--- src/rtl/multi_timer.sv ---
// multi_timer: CH independent one-shot/periodic down-count timers.
// A rising edge on trig[i] loads channel i with load[i*N +: N]; the channel
// counts down and raises out_pulse[i] for one cycle at terminal count.
// In periodic mode the channel reloads and repeats until stopped or retriggered.

module multi_timer #(
  parameter int N  = 8,
  parameter int CH = 4
) (
  input  logic            clk,
  input  logic            rst,
  input  logic [CH-1:0]   trig,
  input  logic [CH*N-1:0] load,
  input  logic [CH-1:0]   mode,
  input  logic [CH-1:0]   stop,
  output logic [CH-1:0]   out_pulse,
  output logic [CH-1:0]   busy
);

  typedef enum logic {
    IDLE = 1'b0,
    RUN  = 1'b1
  } state_t;

  localparam logic [N-1:0] CNT_ONE  = N'(1);
  localparam logic [N-1:0] CNT_ZERO = '0;

  state_t         state  [CH];
  logic [N-1:0]   cnt    [CH];
  logic [N-1:0]   reload [CH];
  logic [N-1:0]   load_ch[CH];
  logic [CH-1:0]  trig_r;
  logic [CH-1:0]  trig_rise;
  logic [CH-1:0]  mode_l;

  // Unpack per-channel load values, detect trigger rising edges, derive busy.
  // NOTE: every always_comb output gets a default first so no path can leave it
  // unassigned, which would otherwise infer a latch.
  always_comb begin
    trig_rise = trig & ~trig_r;
    busy      = '0;
    for (int i = 0; i < CH; i++) begin
      load_ch[i] = load[i*N +: N];
      busy[i]    = (state[i] == RUN);
    end
  end

  // Per-channel timer FSM: stop > valid edge > terminal count > decrement > hold.
  // NOTE: sequential state uses non-blocking assignments so every flop samples
  // the pre-edge values; blocking here would create order-dependent races.
  always_ff @(posedge clk or posedge rst) begin
    if (rst) begin
      // NOTE: these arrays are ordinary per-channel flops (not a RAM), so
      // resetting them is cheap and keeps reload/mode_l defined after reset.
      trig_r    <= '0;
      mode_l    <= '0;
      out_pulse <= '0;
      for (int i = 0; i < CH; i++) begin
        state[i]  <= IDLE;
        cnt[i]    <= '0;
        reload[i] <= '0;
      end
    end else begin
      trig_r <= trig;
      for (int i = 0; i < CH; i++) begin
        if (stop[i]) begin
          // Abort wins over everything, including a coincident edge.
          cnt[i]       <= '0;
          state[i]     <= IDLE;
          out_pulse[i] <= 1'b0;
        end else if (trig_rise[i] && (load_ch[i] != CNT_ZERO)) begin
          // Start or restart; a coincident terminal count is swallowed.
          cnt[i]       <= load_ch[i];
          reload[i]    <= load_ch[i];
          mode_l[i]    <= mode[i];
          state[i]     <= RUN;
          out_pulse[i] <= 1'b0;
        end else if ((state[i] == RUN) && (cnt[i] == CNT_ONE)) begin
          // Terminal count: pulse, then either finish or reload.
          out_pulse[i] <= 1'b1;
          if (mode_l[i]) begin
            cnt[i] <= reload[i];
          end else begin
            cnt[i]   <= '0;
            state[i] <= IDLE;
          end
        end else if ((state[i] == RUN) && (cnt[i] > CNT_ONE)) begin
          cnt[i]       <= cnt[i] - CNT_ONE;
          out_pulse[i] <= 1'b0;
        end else begin
          out_pulse[i] <= 1'b0;
        end
      end
    end
  end

endmodule

--- config.mk ---
export PLATFORM = sky130hd
export DESIGN_NAME = multi_timer
export DESIGN_NICKNAME = d
export VERILOG_FILES = /design/src/rtl/multi_timer.sv
export SDC_FILE = /design/constraint.sdc
export NUM_CORES = 1
export LEC_CHECK = 0
export BUFFER_PORTS_ARGS = -buffer_cell sky130_fd_sc_hd__buf_4
export CAP_MARGIN = 20
export CORE_ASPECT_RATIO = 1.5
export CORE_MARGIN = 10
export CORE_UTILIZATION = 35
export DETAILED_ROUTE_END_ITERATION = 7
export GPL_ROUTABILITY_DRIVEN = 0
export GPL_TIMING_DRIVEN = 0
export PLACE_DENSITY = 0.56
export SLEW_MARGIN = 10
export SYNTH_ARGS = -nofsm -noshare
export SYNTH_HDL_FRONTEND = slang
export SYNTH_SLANG_ARGS = --single-unit
export TNS_END_PERCENT = 50
--- constraint.sdc ---
create_clock -name clk -period 5.7 [get_ports clk]
set_clock_uncertainty 0.05 [all_clocks]
set_input_delay 1.14 -clock clk [delete_from_list [all_inputs] [get_ports clk]]
set_output_delay 1.14 -clock clk [all_outputs]
set_load 0.02 [all_outputs]
==> impl_metrics.yaml <==
sta:
  period_needed_ns: 2.95
  finalHoldViolCount: 0
  setup-violations-final: 0
  maxSlewViolCount: 0
  min_period_over_period: 0.517
  grt_setup_unrepaired: "no"
  slew-limit-headroom: 0.296
  clock.fmax_mhz: 339
  setup_tns_ns: 0
  worst_pin_slew_ns: 1.04
floorplan:
  core_area_um2: 12400
  start_util: 0.357
  num_io_pins: 54
  rows: 50
  die_area_um2: 17700
  die_y_um: 158
  die_x_um: 112
cts:
  cts_buffers: 9
  clk_path_buf_depth: 2
  hold_buffers: 0
  cts_setup_buffers: 0
  clock-sinks: 80
  root_buffer: "clkbuf_16"
  clk_pin_slew_ns: 0.06
  cts_tree: "built"
  worstSkewPairLatency_ns: 0.33
  cts_max_level: 3
  cts_resized: 0
detailed_routing:
  remaining_drc_errors: 0
  wl_per_cell_um: 16.8
  routed_wl_um: 12200
  via_count: 4066
  drt_iter0_drc: 158
  postRouteAntennaNets: 0
  first_pass_iters: 5
  avgViaCountPerCell: 5.57
setup_path:
  startpoint: "load[26]"
  worstPathRequired_ns: 5.87
  start_kind: "input pin"
  critPathSlowestCell: "nor4_1"
  crit_chain: "buf_4 -> nor4_1 -> a211o_1 -> clkbuf_1 -> nor2_1 -> buf_1 -> mux2_2"
  r2r_slack_ns: 3.11
  worstPathArrival_ns: 3.11
  crit_path_end_kind: "flip-flop"
  crit_path_end: "reload[5]$_DFFE_PP0P_"
  cp_max_fo: 10
  worstSetupPathType: "in2reg"
  path_delay_family: "buffers and inverters"
  reg2reg_depth: 7
  cpPeakStageDelay_ns: 0.47
  r2r-end: "cnt[5]$_DFFE_PP0P_"
  cp_num_buf_inv: 3
  rr_startpoint: "cnt[1]$_DFFE_PP0P_"
  worst-path-stages: 7
final_layout:
  nets: 623
  final_common_cell: "nand2_1"
  area_delta_synth_final_pct: 20.7
  antenna_cells: 0
  multi_input_area_um2: 2330
  drive_gt1_frac: 0.159
  design_area_um2: 5370
  fill_cells: 1246
  seq_area_um2: 2000
  most-common-layout-cells: "nand2_1 (110), dfrtp_1 (80), buf_4 (53)"
synthesis:
  synth_edf_count: 0
  async_flop_share: 1.00
  synthCells: 503
  synth_cell_types: 58
  ys.flop_type: "dfrtp_1"
  synth_warnings: 0
  synth_nets: 557
  avgSynthCellArea_um2: 8.85
  synth_area_um2: 4450
  ys_ff_latch: 80
  yosysSeqAreaShare: 0.450
pwr:
  p_per_area_nw_per_um2: 308
  p_sw_mw: 0.495
  ir_drop_v: 0.000144
  power_frac_seq: 0.425
  switching_share: 0.300
  p_clk_frac: 0.361
  comb_power_share: 0.214
  leakage_nw: 2.44
  power.internal_mw: 1.16
placement:
  place_area_um2: 5060
  portBuffers: 53
  dp_hpwl_um: 8740
global_routing:
  gr-usage-all-layers: 0.138
  grt_pass1_vias: 4221
  grt_pass1_wl_um: 20300
  antenna_found_initial: 0
  gr-total-overflow: 0
  grt_max_degree: 42
run:
  cap_violations: 0
run_status:
  status: "finished, final reports clean"
min_path:
  hold_class: "reg2reg"
[cells by family (layout without fill, tap and decap cells)]
group | count (synthesis) | count (layout) | synth area share
AND/OR/NAND/NOR | 212 | 212 | 0.225
adder cells (fa/ha/maj) | 8 | 8 | 0.0225
flip-flops | 80 | 80 | 0.450
buffers and inverters | 32 | 103 | 0.0270
XOR/XNOR | 7 | 7 | 0.0138
multiplexers | 22 | 22 | 0.0534
AO/OA/AOI/OAI | 142 | 142 | 0.208
[how the worst min path moves through the flow]
| stage | endpoint | start | cells past startpoint | slack, ns |
|---|---|---|---|---|
| CTS | reload[16]$_DFFE_PP0P_ | reload[16]$_DFFE_PP0P_ | 2 | 0.43 |
| floorplan | reload[15]$_DFFE_PP0P_ | reload[15]$_DFFE_PP0P_ | 2 | 0.39 |
| global route | reload[25]$_DFFE_PP0P_ | reload[25]$_DFFE_PP0P_ | 2 | 0.45 |
| finish | reload[25]$_DFFE_PP0P_ | reload[25]$_DFFE_PP0P_ | 2 | 0.42 |
| detailed placement | reload[16]$_DFFE_PP0P_ | reload[16]$_DFFE_PP0P_ | 2 | 0.41 |
| global placement | reload[15]$_DFFE_PP0P_ | reload[15]$_DFFE_PP0P_ | 2 | 0.41 |
[worst register-to-register path, stage by stage (launching register included)]
cell and delay, ns:
dfrtp_1 0.43, inv_1 0.10, ha_1 0.29, nor4b_1 0.88, and2_1 0.33, a22oi_1 0.09
o2111ai_1 0.20, a21oi_1 0.09
[power by group through the flow]
stage	clock [mW]	sequential (mW)	combinational, mW
final	0.595	0.702	0.354
after global routing	0.637	0.712	0.400
after CTS	0.614	0.700	0.356
after detailed placement	0	0.710	0.354
after global placement	0	0.708	0.344
after floorplan	0	0.696	0.251
[area by class of cell]
| type | instances | area share |
|---|---|---|
| buffer | 16 | 0.0112 |
| clock buffer | 13 | 0.0485 |
| clock inverter | 3 | 0.00746 |
| inverter | 16 | 0.0116 |
| multi-input combinational | 391 | 0.433 |
| sequential | 80 | 0.373 |
| tap | 156 | 0.0363 |
| timing repair buffer | 55 | 0.0788 |
[per-stage QoR]
step | setup slack [ns] | total power, mW | hold WS [ns] | util | std cells
2_1_floorplan | 2.46 | 0.947 | 0.389 | - | 503
3_3_place_gp | 1.34 | 1.05 | 0.407 | 0.405 | 712
3_5_place_dp | 2.34 | 1.06 | 0.412 | 0.407 | 713
4_1_cts | 2.70 | 1.67 | 0.428 | 0.431 | 729
5_1_grt | 2.56 | 1.75 | 0.448 | 0.431 | 730
6_report | 2.75 | 1.65 | 0.423 | 0.431 | 730
[metal layers]
metal | GRT usage | wire length [um] | up-vias
li1 | - | - | 1964
met1 | 0.153 | 5090 | 1970
met2 | 0.247 | 6300 | 107
met3 | 0.0269 | 519 | 25
met4 | 0.0648 | 329 | 0
met5 | 0 | 0 | -
[Yosys cell counts (all sizes together) (2+ instances only)]
| cell type | number | area share |
|---|---|---|
| nand2 | 110 | 0.093 |
| dfrtp | 80 | 0.45 |
| a21oi | 44 | 0.049 |
| nor2 | 35 | 0.030 |
| o21ai | 31 | 0.035 |
| inv | 16 | 0.013 |
| clkbuf | 14 | 0.012 |
| mux2 | 14 | 0.035 |
| nor4 | 13 | 0.018 |
| a211oi | 8 | 0.013 |
| ha | 8 | 0.022 |
| mux2i | 8 | 0.018 |
| nor2b | 8 | 0.011 |
| a31oi | 6 | 0.0084 |
| nand3 | 6 | 0.0067 |
| o31ai | 6 | 0.011 |
| or4 | 6 | 0.011 |
| a22o | 5 | 0.0098 |
| and2 | 5 | 0.0070 |
| xor2 | 5 | 0.0098 |
| a211o | 4 | 0.0079 |
| and3 | 4 | 0.0056 |
| o211ai | 4 | 0.0067 |
| or3 | 4 | 0.0056 |
| a311o | 3 | 0.0067 |
| nand2b | 3 | 0.0042 |
| nor3 | 3 | 0.0034 |
| nor4b | 3 | 0.0059 |
| nor4bb | 3 | 0.0067 |
| o21a | 3 | 0.0051 |
| o22ai | 3 | 0.0042 |
| o41ai | 3 | 0.0059 |
| or3b | 3 | 0.0059 |
| a21o | 2 | 0.0034 |
| a22oi | 2 | 0.0034 |
| a32o | 2 | 0.0045 |
| buf | 2 | 0.0017 |
| nand3b | 2 | 0.0034 |
| nand4 | 2 | 0.0028 |
| o2111ai | 2 | 0.0039 |
| o221ai | 2 | 0.0039 |
| o311ai | 2 | 0.0039 |
| xnor2 | 2 | 0.0039 |
[state kept, by name, indices dropped and copies added, names as in the netlist]
signal     count
busy           4
trig_r         4
reload        32
mode_l         4
cnt           32
out_pulse      4
Power figures use the tool's default switching activity.
